## src/rtl/if_fetch_stage.sv

```systemverilog
// if_fetch_stage: instruction-fetch stage. Owns the PC, drives the
// instruction memory port and presents pc/inst/exception to IF/ID.
// Optional feature: define IF_PERF_CNT_EN to add the perf_fetch_cnt and
// perf_wait_cnt performance counter outputs.
//
// state   | meaning
// --------+----------------------------------------------------------
// S_REQ   | request issued this cycle at pc (or AdEL if pc misaligned)
// S_WAIT  | request at pc outstanding, waiting for inst_ack
// S_HOLD  | word captured while stalled, presented from inst_buf
// S_DRAIN | flushed while waiting; swallow the old ack, pc = flush target
module if_fetch_stage #(
  parameter logic [31:0]           RESET_PC   = 32'hBFC0_0000,
  parameter int                    EXC_CODE_W = 5,
  parameter logic [EXC_CODE_W-1:0] EC_NONE    = 5'h10,
  parameter logic [EXC_CODE_W-1:0] EC_ADEL    = 5'h04
) (
  input  logic                  cpu_clk_75M,
  input  logic                  cpu_rst,
  input  logic [5:0]            stall,
  input  logic                  flush,
  input  logic [31:0]           flush_pc_i,
  input  logic                  branch_flag_i,
  input  logic [31:0]           branch_target_i,
  output logic                  inst_req,
  output logic [31:0]           inst_addr,
  input  logic                  inst_ack,
  input  logic [31:0]           inst_rdata,
  output logic [31:0]           if_pc,
  output logic [31:0]           if_inst,
  output logic [EXC_CODE_W-1:0] exc_code_o,
  output logic [31:0]           exc_badvaddr_o,
  output logic                  stallreq_if
`ifdef IF_PERF_CNT_EN
  ,
  output logic [31:0]           perf_fetch_cnt,
  output logic [31:0]           perf_wait_cnt
`endif
);

  typedef enum logic [1:0] {S_REQ, S_WAIT, S_HOLD, S_DRAIN} state_t;

  state_t      state;
  logic [31:0] pc;
  logic [31:0] pend_target;
  logic        pend_valid;
  logic [31:0] inst_buf;
  logic [31:0] drain_addr;

  logic        aligned;
  logic        fetch_done;
  logic        ack_taken;
  logic        advance;
  logic [31:0] next_pc;

  // Only stall[0] concerns the fetch stage.
  logic        unused_stall;
  assign unused_stall = ^stall[5:1];

  assign aligned = (pc[1:0] == 2'b00);
  assign if_pc   = pc;

  // Memory port and IF/ID presentation, decoded from the current state.
  always_comb begin
    inst_req       = 1'b0;
    inst_addr      = pc;
    if_inst        = 32'h0;
    exc_code_o     = EC_NONE;
    exc_badvaddr_o = 32'h0;
    stallreq_if    = 1'b0;
    fetch_done     = 1'b0;
    ack_taken      = 1'b0;
    case (state)
      S_REQ: begin
        if (aligned) begin
          inst_req = 1'b1;
          if (inst_ack) begin
            if_inst    = inst_rdata;
            fetch_done = 1'b1;
            ack_taken  = 1'b1;
          end else begin
            stallreq_if = 1'b1;
          end
        end else begin
          // Misaligned pc never reaches memory; it completes at once as AdEL.
          exc_code_o     = EC_ADEL;
          exc_badvaddr_o = pc;
          fetch_done     = 1'b1;
        end
      end
      S_WAIT: begin
        inst_req = 1'b1;
        if (inst_ack) begin
          if_inst    = inst_rdata;
          fetch_done = 1'b1;
          ack_taken  = 1'b1;
        end else begin
          stallreq_if = 1'b1;
        end
      end
      S_HOLD: begin
        if_inst    = inst_buf;
        fetch_done = 1'b1;
      end
      S_DRAIN: begin
        // Keep the stale request alive so memory sees a stable address until it answers.
        inst_req    = 1'b1;
        inst_addr   = drain_addr;
        stallreq_if = ~inst_ack;
      end
      default: begin
        inst_req = 1'b0;
      end
    endcase
    if (flush) begin
      if_inst        = 32'h0;
      exc_code_o     = EC_NONE;
      exc_badvaddr_o = 32'h0;
    end
  end

  assign advance = fetch_done & ~stall[0];

  // Next sequential pc: a live branch wins over a remembered one.
  always_comb begin
    if (branch_flag_i)   next_pc = branch_target_i;
    else if (pend_valid) next_pc = pend_target;
    else                 next_pc = pc + 32'd4;
  end

  // PC, pending-branch and fetch state machine.
  always_ff @(posedge cpu_clk_75M) begin
    if (cpu_rst) begin
      state       <= S_REQ;
      pc          <= RESET_PC;
      pend_valid  <= 1'b0;
      pend_target <= 32'h0;
      inst_buf    <= 32'h0;
      drain_addr  <= 32'h0;
    end else if (flush) begin
      pc         <= flush_pc_i;
      pend_valid <= 1'b0;
      if (state == S_WAIT && !inst_ack) begin
        state      <= S_DRAIN;
        drain_addr <= pc;
      end else begin
        state <= S_REQ;
      end
    end else begin
      if (advance) begin
        pc <= next_pc;
        if (!branch_flag_i && pend_valid) pend_valid <= 1'b0;
      end else if (branch_flag_i) begin
        // The in-flight pc is the delay slot; remember the target for later.
        pend_valid  <= 1'b1;
        pend_target <= branch_target_i;
      end
      case (state)
        S_REQ, S_WAIT: begin
          if (!fetch_done) begin
            state <= S_WAIT;
          end else if (stall[0] && aligned) begin
            inst_buf <= inst_rdata;
            state    <= S_HOLD;
          end else begin
            state <= S_REQ;
          end
        end
        S_HOLD: begin
          if (!stall[0]) state <= S_REQ;
        end
        S_DRAIN: begin
          if (inst_ack) state <= S_REQ;
        end
        default: begin
          state <= S_REQ;
        end
      endcase
    end
  end

`ifdef IF_PERF_CNT_EN
  // Fetch and wait-cycle counters; both wrap naturally at 2^32.
  always_ff @(posedge cpu_clk_75M) begin
    if (cpu_rst) begin
      perf_fetch_cnt <= 32'h0;
      perf_wait_cnt  <= 32'h0;
    end else begin
      if (ack_taken && !flush) perf_fetch_cnt <= perf_fetch_cnt + 32'd1;
      if (stallreq_if)         perf_wait_cnt  <= perf_wait_cnt + 32'd1;
    end
  end
`else
  logic unused_ack_taken;
  assign unused_ack_taken = ack_taken;
`endif

endmodule

```

## config.mk

```make
export PLATFORM = sky130hd
export DESIGN_NAME = if_fetch_stage
export DESIGN_NICKNAME = d
export VERILOG_FILES = /design/src/rtl/if_fetch_stage.sv
export SDC_FILE = /design/constraint.sdc
export NUM_CORES = 1
export LEC_CHECK = 0
export ABC_AREA = 0
export BUFFER_PORTS_ARGS = -buffer_cell sky130_fd_sc_hd__buf_4
export CORE_ASPECT_RATIO = 2
export CORE_MARGIN = 2
export CORE_UTILIZATION = 50
export CTS_CLUSTER_SIZE = 10
export DETAILED_ROUTE_END_ITERATION = 6
export PLACE_DENSITY = 0.79
export RECOVER_POWER = 50
export SLEW_MARGIN = 20
export SYNTH_ARGS = -nofsm -noshare
export SYNTH_HDL_FRONTEND = slang
export SYNTH_SLANG_ARGS = --single-unit
```

## constraint.sdc

```tcl
create_clock -name cpu_clk_75M -period 2.9 [get_ports cpu_clk_75M]
set_input_delay 0.58 -clock cpu_clk_75M [delete_from_list [all_inputs] [get_ports cpu_clk_75M]]
set_output_delay 0.58 -clock cpu_clk_75M [all_outputs]
set_load 0.03 [all_outputs]
```

==> Yosys cells after proc, flatten, opt, wreduce, memory -nomap -nowiden <==
Cells that the tools add are included.
{ "totals": {"in_bits": 107, "out_inout_bits": 135, "regBits": 131, "elab_cells": 68} }
{ "op_classes": {"addsub": 1, "n_mux": 33, "reduce_logical": 17, "bitwise": 5, "eq_ne": 6} }
{ "ops": {"columns": ["op", "n"], "rows": [
  ["$mux 32", 11],
  ["$pmux 32 s3", 1],
  ["$add 32x3->32 const B", 1],
  ["$mux 5", 3],
  ["$mux 2", 6],
  ["$mux 1", 8],
  ["$ne 3x3->1 const B", 2],
  ["$pmux 1 s3", 2],
  ["$pmux 2 s3", 1],
  ["$reduce_and 2->1", 3],
  ["$reduce_or 2->1", 3],
  ["$eq 2x2->1 const B", 2],
  ["$logic_not 2->1", 2],
  ["$not 1->1", 4],
  ["$reduce_and 4->1", 1],
  ["$reduce_bool 2->1", 2],
  ["$logic_and 1x1->1", 3],
  ["$reduce_and 3->1", 1],
  ["$eq 2x1->1 const B", 1],
  ["$logic_not 1->1", 2],
  ["$ne 2x1->1 const B", 1],
  ["$pmux 1 s2", 1],
  ["$and 1x1->1", 1]
]} }

==> Longest topological paths before layout <==
Gate-level depths: netlist (run 1).
{ "depth": {"ltp_word": 6, "mapped_depth": 7, "mapped_depth_nobuf": 6} }

==> Worst setup path before layout (run 1) <==
OpenSTA, ideal clock, no wires.
{ "synth_path": {"kind": "input to output", "start": "input port flush", "end": "output port exc_badvaddr_o[15]", "stages": 6, "n_path_buf": 2, "slack_ns": 0.322, "required_time_ns": 2.320, "arrival_ns": 1.998, "path_cell_list": "clkbuf_1 > nor3_1 > nor2b_1 > clkbuf_1 > inv_1 > nor2_1"} }
{ "synth_via": {"elab_chain_len": 1} }
{ "synth_rtl": {"columns": ["item", "line_no", "rtl"], "rows": [
  ["start, declared", "21", "input logic flush,"],
  ["$mux 32", "115", "if (flush) begin"],
  ["end, declared", "32", "output logic [31:0] exc_badvaddr_o,"]
]} }
No other way between the ends.

==> Worst setup path after layout (run 1) <==
{ "layout_path": {"start": "input port flush", "end": "register pc[24] (netlist: if_pc[24])"} }
{ "layout_via": {"elab_chain_len": 1, "elab_cells_between_ends": 2} }
{ "layout_rtl": {"columns": ["item", "line_no", "rtl"], "rows": [
  ["$mux 32 or $reduce_bool 2->1 (tied branches)", null, null],
  ["end signal, assigned", "141", "pc <= flush_pc_i;"],
  ["end signal, assigned", "151", "pc <= next_pc;"],
  ["end, declared", "44", "logic [31:0] pc;"]
]} }
Parallel ways exist; a longest one is shown, timed or not.
A chain may end at the register's enable or synchronous reset.

==> flow_metrics.tcl, run 1 <==
set metrics [dict create \
    layout-drive-gt1-share 0.2545 \
    dp_cells 1382 \
    r2r-start "state[1]$_SDFFE_PP0P_" \
    start_util 0.5084 \
    setup_viol 0 \
    rsz0062_at_grt "no" \
    ys_top_cells_by_count "nand2_1 (254), a21oi_1 (136), dfxtp_1 (131)" \
    mappedNetlistArea_um2 7296 \
    ys_ff_latch 131 \
    vias 8198 \
    routabilityCongestion 0.9627 \
    synth_fa_ha_area_frac 0.001715 \
    period_share 0.9100 \
    diodes 0 \
    cts_tree "done" \
    leakagePower_nw 3.964 \
    grt_usage 0.3111 \
    dpl.hpwl_mm 17.37 \
    min_path_cells 2 \
    r2r_slack_ns 0.28 \
    synth_top_area_share 0.3595 \
    outcome "completed" \
    cts.htree.levels 4 \
    cts.clk_slew.worst_paths_ns 0.06 \
    worstMarginPinSlew_ns 0.9703 \
    finalHoldViolCount 0 \
    die_h_um 174.8 \
    root_buffer "clkbuf_16" \
    cts_setup_buffers 0 \
    nFillCells 1314 \
    max_cap_viol_count 0 \
    cts_hold_buf 0 \
    max_slew_margin 0.3531 \
    gr-total-overflow 0 \
    synth_compound_area_frac 0.2277 \
    worstSetupStartpointType "input pin" \
    maxClockFrequency_mhz 378.9 \
    yosys-top-cells-area "dfxtp_1 (36%), nand2_1 (13%), a21oi_1 (9.3%)" \
    critPathKind "in -> reg" \
    cts-buffers-inserted 17 \
    fin_skew_ns 0.008521 \
    ctsResizeCount 0 \
    core_area_um2 14350 \
    synth_xor_area_frac 0.003601 \
    port_buffers 233 \
    antenna_found_initial 0 \
    synthSimpleGateAreaFrac 0.2818 \
    numClockSinks 131 \
    grt_pass1_vias 7746 \
    multi_input_area_um2 4229 \
    synth_cells 1018 \
    seq_area_frac_synth 0.3595 \
    path_max_fanout 31 \
    setup_slack_ns 0.2610 \
    required_ns 3.22 \
    vdd_drop_max_mv 0.5462 \
    endpoint_kind "flop" \
    synth_ff_type "dfxtp_1" \
    period_minus_slack_ns 2.639 \
    cts.path.max_buffers 2 \
    dp_slack_ns 0.4952 \
    drtIter0Drc 490 \
    clock_latency_ns 0.42 \
    slew_violations 0 \
    dr.pass1.iters 6 \
    synthMuxAreaShare 0.06311 \
    postSynthAreaPerCell_um2 7.167 \
    grt_max_degree 65 \
    ioPinCount 242 \
    nets 1317 \
    synth-edff-count 0 \
    synth.most_common_cell "nand2_1" \
    viasPerCell 5.798 \
    die_x_um 89.42 \
    arrival_ns 2.96 \
    yosys.area.top_type "dfxtp_1" \
    ys_types 61 \
    register_area_um2 2625 \
    hp-class "in -> reg" \
    setup-tns-final_ns 0 \
    hp-start "flush_pc_i[28]" \
    ant_nets 0 \
    drc_errors 0 \
    finalWirelength_mm 24.64 \
    synth_top_family_by_area "simple AND/OR/NAND/NOR gates" \
    crit_start "flush" \
    grt_pass1_wl_mm 38.37 \
    ff2ff_path_depth 5 \
    fin_cells 1414 \
    synth_warnings 0 \
    placementRows 62 \
    wire_per_inst_um 17.43 \
    power.density_nw_per_um2 566.6 \
    die_area_um2 15630 \
    synthArstFlopShare 0 \
    syn2layout_area_growth_pct 32.88 \
]
[power breakdown]
part,switching (mW),leakage [nW],total (mW),internal [mW]
Clock,0.825,0.324,2.43,1.60
Sequential,0.117,1.07,1.99,1.88
Combinational,0.677,2.57,1.07,0.395
Total,1.62,3.96,5.49,3.87
[flip-flops by register name (all words and copies together), names as in the netlist]
signal	flops
state	2
drain_addr	32
pend_valid	1
if_pc	32
pend_target	32
inst_buf	32
[metrics by stage]
stage	cell area [um2]	hold WS (ns)	total power, mW	util
floorplan	7303	0.4319	2.663	-
global placement	9170	0.4379	3.103	0.6390
detailed placement	9170	0.4439	3.120	0.6390
CTS	9838	0.3573	5.551	0.6855
global route	9694	0.3721	5.701	0.6755
finish	9694	0.3707	5.492	0.6755
[area by class of cell]
cell class                 count  share of cell area
inverter                      20            0.007744
sequential                   131              0.2708
clock inverter                11             0.02039
timing repair buffer         262              0.1915
tap                          192             0.02478
clock buffer                  21             0.04853
multi-input combinational    777              0.4362
[routing by layer]
layer  track usage  share of wire  up-vias
li1              -              -     3899
met1        0.3373           0.35     3781
met2        0.5330           0.52      422
met3       0.06708          0.078       96
met4        0.1859          0.051        0
met5             0              0        -
[placed cells by master, fill, tap and decap left out, types with 6 or more instances in the layout]
master,n
mux2_2,32
o211ai_1,7
nand2_1,254
inv_1,20
dfxtp_1,129
a31oi_1,8
clkbuf_1,35
nor2_1,73
and2_1,33
nand4_1,6
buf_4,223
mux2i_1,10
a221oi_1,10
nor4_1,8
and3_1,7
nand3_1,20
o21ai_0,48
nor3_1,14
a21oi_1,136
clkbuf_16,17
a22oi_1,32
[cells by family (layout without fill, tap and decap cells)]
family                   count (synthesis)  after routing
AND/OR/NAND/NOR                        451            451
buffers and inverters                  112            314
multiplexers                            42             42
XOR/XNOR                                 3              3
adder cells (fa/ha/maj)                  1              1
AO/OA/AOI/OAI                          277            277
other                                    1              3
flip-flops                             131            131
[path summary, 6_finish.rpt]
| check | to |
|---|---|
| hold / removal | if_pc[28]$_SDFFE_PP1P_ |
| setup / recovery | if_pc[24]$_SDFFE_PP1P_ |
| hold reg to reg | drain_addr[16]$_SDFFE_PP0P_ |
| setup reg to reg | if_pc[9]$_SDFFE_PP0P_ |
[worst max-delay path, cell delays in order]
cell and delay (ns):
clkbuf_1 0.16, buf_4 0.28, inv_1 0.10, clkbuf_1 0.67, nand2_1 0.42, or4_1 0.57, a21o_1 0.16
No activity file was read; power rests on OpenSTA's default activity.
==> inputs of run 2 (changes only) <==
--- a/config.mk
+++ b/config.mk
@@ -18,3 +18,4 @@
 export SYNTH_ARGS = -nofsm -noshare
 export SYNTH_HDL_FRONTEND = slang
 export SYNTH_SLANG_ARGS = --single-unit
+export TNS_END_PERCENT = 20
==> constraint.sdc (replaced) <==
create_clock -name cpu_clk_75M -period 2.9 [get_ports cpu_clk_75M]
set_input_delay 0.29 -clock cpu_clk_75M [delete_from_list [all_inputs] [get_ports cpu_clk_75M]]
set_output_delay 0.29 -clock cpu_clk_75M [all_outputs]
set_load 0.03 [all_outputs]
==> run 2 against run 1 <==
Die area unchanged. Combinational power hardly changed. Setup slack improved by 0.16 ns. Sequential share of layout area rose by 0.18 points. Fmax up 6.3%. Largest power group unchanged. Final cell count grew 0.14%. Clock skew about the same. First-iteration DRC count up 13%.
==> flow_metrics.tcl, run 2 (synthesized netlist as in run 1, its figures left out) <==
set metrics [dict create \
    numClockSinks 131 \
    die_h_um 174.8 \
    grt_pass1_wl_mm 37.48 \
    max_slew_margin 0.01869 \
    gr-usage-met3 0.06802 \
    cts_tree "done" \
    ioPinCount 242 \
    grt_use_met2 0.5293 \
    dpl.hpwl_mm 17.26 \
    layout_commonest_cell "nand2_1" \
    nets 1319 \
    hp-start "flush_pc_i[29]" \
    diodes 0 \
    grt-busiest-layer "met2" \
    grt_max_degree 48 \
    drc_errors 0 \
    viasPerCell 5.745 \
    cts.htree.levels 4 \
    cts.clk_slew.worst_paths_ns 0.06 \
    worstMarginPinSlew_ns 1.472 \
    maxClockFrequency_mhz 403.0 \
    start_util 0.5084 \
    hold_end "if_pc[29]$_SDFFE_PP1P_" \
    finalWirelength_mm 24.13 \
    layout_common_cells "nand2_1 (254), buf_4 (228), a21oi_1 (136), dfxtp_1 (131), nor2_1 (73)" \
    hold_slack_ns 0.08737 \
    leakagePower_nw 3.909 \
    cts_setup_buffers 0 \
    ctsResizeCount 0 \
    vias 8135 \
    die_x_um 89.42 \
    r2r-start "if_pc[4]$_SDFFE_PP0P_" \
    root_buffer "clkbuf_16" \
    layout-drive-gt1-share 0.2533 \
    wire_per_inst_um 17.04 \
    setup-tns-final_ns 0 \
    use_met1 0.3344 \
    fin_skew_ns 0.008210 \
    ff2ff_path_depth 5 \
    antenna_found_initial 0 \
    cts.path.max_buffers 2 \
    path_max_fanout 14 \
    required_ns 3.21 \
    drtIter0Drc 552 \
    r2r_slack_ns 0.42 \
    clock_latency_ns 0.42 \
    dr.pass1.iters 5 \
    worstSetupStartpointType "flop" \
    hp-class "in -> reg" \
    power.density_nw_per_um2 550.5 \
    port_buffers 233 \
    grt_usage 0.3038 \
    critPathKind "reg -> reg" \
    setup_viol 0 \
    core_area_um2 14350 \
    outcome "completed" \
    max_cap_viol_count 0 \
    ant_nets 0 \
    endpoint_kind "flop" \
    arrival_ns 2.80 \
    rsz0062_at_grt "no" \
    routabilityCongestion 0.9549 \
    vdd_drop_max_mv 0.4418 \
    period_share 0.8557 \
    cts-buffers-inserted 17 \
    min_path_cells 2 \
    finalHoldViolCount 0 \
    gr-total-overflow 0 \
    die_area_um2 15630 \
    reg2reg_to "if_pc[23]$_SDFFE_PP1P_" \
    cts_hold_buf 0 \
    grt_pass1_vias 7497 \
    placementRows 62 \
    syn2layout_area_growth_pct 31.88 \
    period_minus_slack_ns 2.482 \
    slew_violations 0 \
]
[run 2: final cells by class]
cell class	count	area, um2
inverters	20	75.07
repair buffers	264	1849
multi-input cells	777	4223
clock inverters	11	151.4
clock buffers	21	460.4
well taps	192	240.2
flip-flops and latches	131	2623
fillers	1278	4730
[run 2: worst max-delay path by stage]
stage | from | to | cells after the start | slack [ns]
after detailed placement | if_pc[3]$_SDFFE_PP0P_ | if_pc[24]$_SDFFE_PP1P_ | 6 | 0.58
after global routing | state[0]$_SDFFE_PP0P_ | drain_addr[7]$_SDFFE_PP0P_ | 5 | 0.21
after floorplan | if_pc[2]$_SDFFE_PP0P_ | if_pc[24]$_SDFFE_PP1P_ | 6 | 0.62
after CTS | if_pc[0]$_SDFFE_PP0P_ | if_inst[27] | 7 | 0.46
after global placement | if_pc[3]$_SDFFE_PP0P_ | if_pc[24]$_SDFFE_PP1P_ | 6 | 0.60
final | if_pc[4]$_SDFFE_PP0P_ | if_pc[23]$_SDFFE_PP1P_ | 5 | 0.42
[run 2: power by group]
part | total [mW] | internal (mW) | switching [mW]
Sequential | 1.98 | 1.88 | 0.105
Combinational | 1.08 | 0.393 | 0.682
Clock | 2.24 | 1.40 | 0.836
Total | 5.30 | 3.67 | 1.62
[run 2: worst max-delay path, stage by stage, from the launching register on]
cell and delay (ns):
dfxtp_1 0.56, nand3_1 0.21, nor3_2 0.82, nand3_1 0.13, or3_1 0.41, a31o_2 0.24
[run 2: stage by stage]
| stage | cell area, um2 | util | power, mW | setup WS [ns] | cells |
|---|---|---|---|---|---|
| global placement | 9173 | 0.6391 | 3.101 | 0.5988 | 1384 |
| CTS | 9784 | 0.6818 | 5.343 | 0.4648 | 1416 |
| floorplan | 7303 | - | 2.663 | 0.6192 | 1020 |
| global route | 9622 | 0.6704 | 5.483 | 0.2075 | 1416 |
| finish | 9622 | 0.6704 | 5.297 | 0.4183 | 1416 |
| detailed placement | 9173 | 0.6391 | 3.119 | 0.5792 | 1384 |
[run 2: per-layer routing]
layer / part of all wire / vias to the layer above / wire, um
li1: - / 3907 / -
met5: 0 / - / 0
met1: 0.36 / 3750 / 8623
met2: 0.52 / 398 / 12580
met3: 0.076 / 80 / 1830
met4: 0.045 / 0 / 1097
==> inputs of run 3 (changes only) <==
--- a/config.mk
+++ b/config.mk
@@ -7,13 +7,14 @@
 export LEC_CHECK = 0
 export ABC_AREA = 0
 export BUFFER_PORTS_ARGS = -buffer_cell sky130_fd_sc_hd__buf_4
+export CELL_PAD_IN_SITES_DETAIL_PLACEMENT = 1
+export CELL_PAD_IN_SITES_GLOBAL_PLACEMENT = 2
 export CORE_ASPECT_RATIO = 2
 export CORE_MARGIN = 2
-export CORE_UTILIZATION = 50
+export CORE_UTILIZATION = 27
 export CTS_CLUSTER_SIZE = 10
 export DETAILED_ROUTE_END_ITERATION = 6
-export PLACE_DENSITY = 0.79
-export RECOVER_POWER = 50
+export PLACE_DENSITY = 0.8
 export SLEW_MARGIN = 20
 export SYNTH_ARGS = -nofsm -noshare
 export SYNTH_HDL_FRONTEND = slang
==> run 3 against run 2 <==
Die area is 82% higher. Critical path type unchanged. Clock power rose by 15%. Routed wire length increased by 26%. Worst hold slack got worse by 0.018 ns. Critical path depth increased by 1. Global-route usage decreased by 8.9 points. Clock skew about the same.
==> flow_metrics.tcl, run 3 (synthesized netlist as in run 1, its figures left out) <==
set metrics [dict create \
    power.density_nw_per_um2 565.2 \
    critPathKind "reg -> reg" \
    antenna_found_initial 0 \
    setup-tns-final_ns 0 \
    outcome "completed" \
    drtIter0Drc 327 \
    layout_common_cells "buf_4 (270), nand2_1 (254), a21oi_1 (136), dfxtp_1 (131), nor2_1 (73)" \
    nets 1325 \
    grt_max_degree 55 \
    dr.pass1.iters 4 \
    pwr-share-comb 0.200 \
    p_int_mw 4.001 \
    ioPinCount 242 \
    hold_slack_ns 0.06940 \
    diodes 0 \
    numClockSinks 131 \
    finalHoldViolCount 0 \
    worstMarginPinSlew_ns 0.7505 \
    setup_viol 0 \
    layout-drive-gt1-share 0.2886 \
    period_share 0.8541 \
    p_clk_frac 0.451 \
    required_ns 3.25 \
    period_minus_slack_ns 2.477 \
    route.met2.wl_mm 16.67 \
    clock_latency_ns 0.44 \
    placementRows 85 \
    slew_violations 0 \
    die_area_um2 28430 \
    viasPerCell 5.091 \
    min_path_cells 2 \
    path_max_fanout 9 \
    seqPwrFrac 0.349 \
    leakagePower_nw 4.135 \
    switching_share 0.2987 \
    cts.clk_slew.worst_paths_ns 0.06 \
    syn2layout_area_growth_pct 38.35 \
    dpl.hpwl_mm 22.28 \
    die_x_um 120.2 \
    vias 8034 \
    cts-buffers-inserted 17 \
    p_sw_mw 1.704 \
    hp-class "in -> reg" \
    setup_slack_ns 0.4232 \
    cts_tree "done" \
    drc_errors 0 \
    wire_per_inst_um 19.20 \
    ctsResizeCount 0 \
    cts_setup_buffers 0 \
    rsz0062_at_grt "no" \
    ant_nets 0 \
    nFillCells 3339 \
    maxClockFrequency_mhz 403.7 \
    start_util 0.2722 \
    cts.htree.levels 4 \
    finalWirelength_mm 30.30 \
    layout_commonest_cell "buf_4" \
    r2r_slack_ns 0.42 \
    arrival_ns 2.83 \
    fin_skew_ns 0.007931 \
    endpoint_kind "flop" \
    grt_pass1_vias 8241 \
    dp_slack_ns 0.4199 \
    grt_usage 0.2150 \
    max_cap_viol_count 0 \
    top_layer "met4" \
    gr-total-overflow 0 \
    cts.path.max_buffers 2 \
    max_slew_margin 0.4951 \
    core_area_um2 26800 \
    routed-wl-met3_mm 1.567 \
    cts_hold_buf 0 \
    worstSetupStartpointType "flop" \
    root_buffer "clkbuf_16" \
    ff2ff_path_depth 6 \
    vdd_drop_max_mv 0.3364 \
    grt_pass1_wl_mm 47.60 \
    drt-met1-wl_mm 11.34 \
    routabilityCongestion 0.8448 \
    port_buffers 233 \
    die_h_um 236.5 \
]
-- run 3: cell types whose count changed in the layout (fill, tap and decap cells not counted), moves of 2 or more --
cell / delta
buf_4: +42
clkbuf_1: -36
bufinv_16: +4
clkinv_2: +3
and2_0: -2
and2_1: +2
clkbuf_2: -2
clkbuf_8: -2
inv_6: -2
nor3_2: -2
nor3_4: +2
-- run 3: final cells by class --
class | count | area, um2 | share of cell area
Multi-Input combinational cell | 777 | 4247 | 0.4207
Sequential cell | 131 | 2623 | 0.2598
Timing Repair Buffer | 270 | 2027 | 0.2008
Tap cell | 348 | 435.4 | 0.04314
Clock buffer | 17 | 425.4 | 0.04215
Clock inverter | 15 | 261.5 | 0.02591
Inverter | 20 | 75.07 | 0.007438
-- run 3: path summary, 6_finish.rpt --
| check | from | to |
|---|---|---|
| setup / recovery | if_pc[2]$_SDFFE_PP0P_ | if_pc[16]$_SDFFE_PP0P_ |
| hold / removal | inst_ack | state[0]$_SDFFE_PP0P_ |
| setup reg to reg | if_pc[2]$_SDFFE_PP0P_ | if_pc[16]$_SDFFE_PP0P_ |
| hold reg to reg | drain_addr[24]$_SDFFE_PP0P_ | drain_addr[24]$_SDFFE_PP0P_ |
-- run 3: through the flow --
step                  util  cells  instance area, um2  total power, mW
floorplan                -   1020                7303            2.663
global placement    0.3510   1546                9407            3.164
detailed placement  0.3510   1546                9407            3.180
CTS                 0.3766   1578               10090            5.784
global route        0.3766   1578               10090            5.944
finish              0.3766   1578               10090            5.705
-- run 3: power by group through the flow --
stage	Clock (mW)	Combinational (mW)	Sequential, mW
global route	2.71	1.23	2.01
finish	2.57	1.14	1.99
CTS	2.64	1.15	1.99
detailed placement	0	1.15	2.03
floorplan	0	0.619	2.04
global placement	0	1.14	2.03
-- run 3: critical path, stage by stage (launching register included) --
cell      delay [ns]
dfxtp_1         0.49
ha_1            0.31
nand4_4         0.21
nor4_1          0.73
nor3b_1         0.26
o21ai_0         0.11
a221oi_1        0.27
-- run 3: layer usage --
layer / vias to the layer above / GRT usage
met5: - / 0
met3: 32 / 0.05010
met4: 0 / 0.07364
li1: 3908 / -
met2: 193 / 0.4067
met1: 3901 / 0.2289
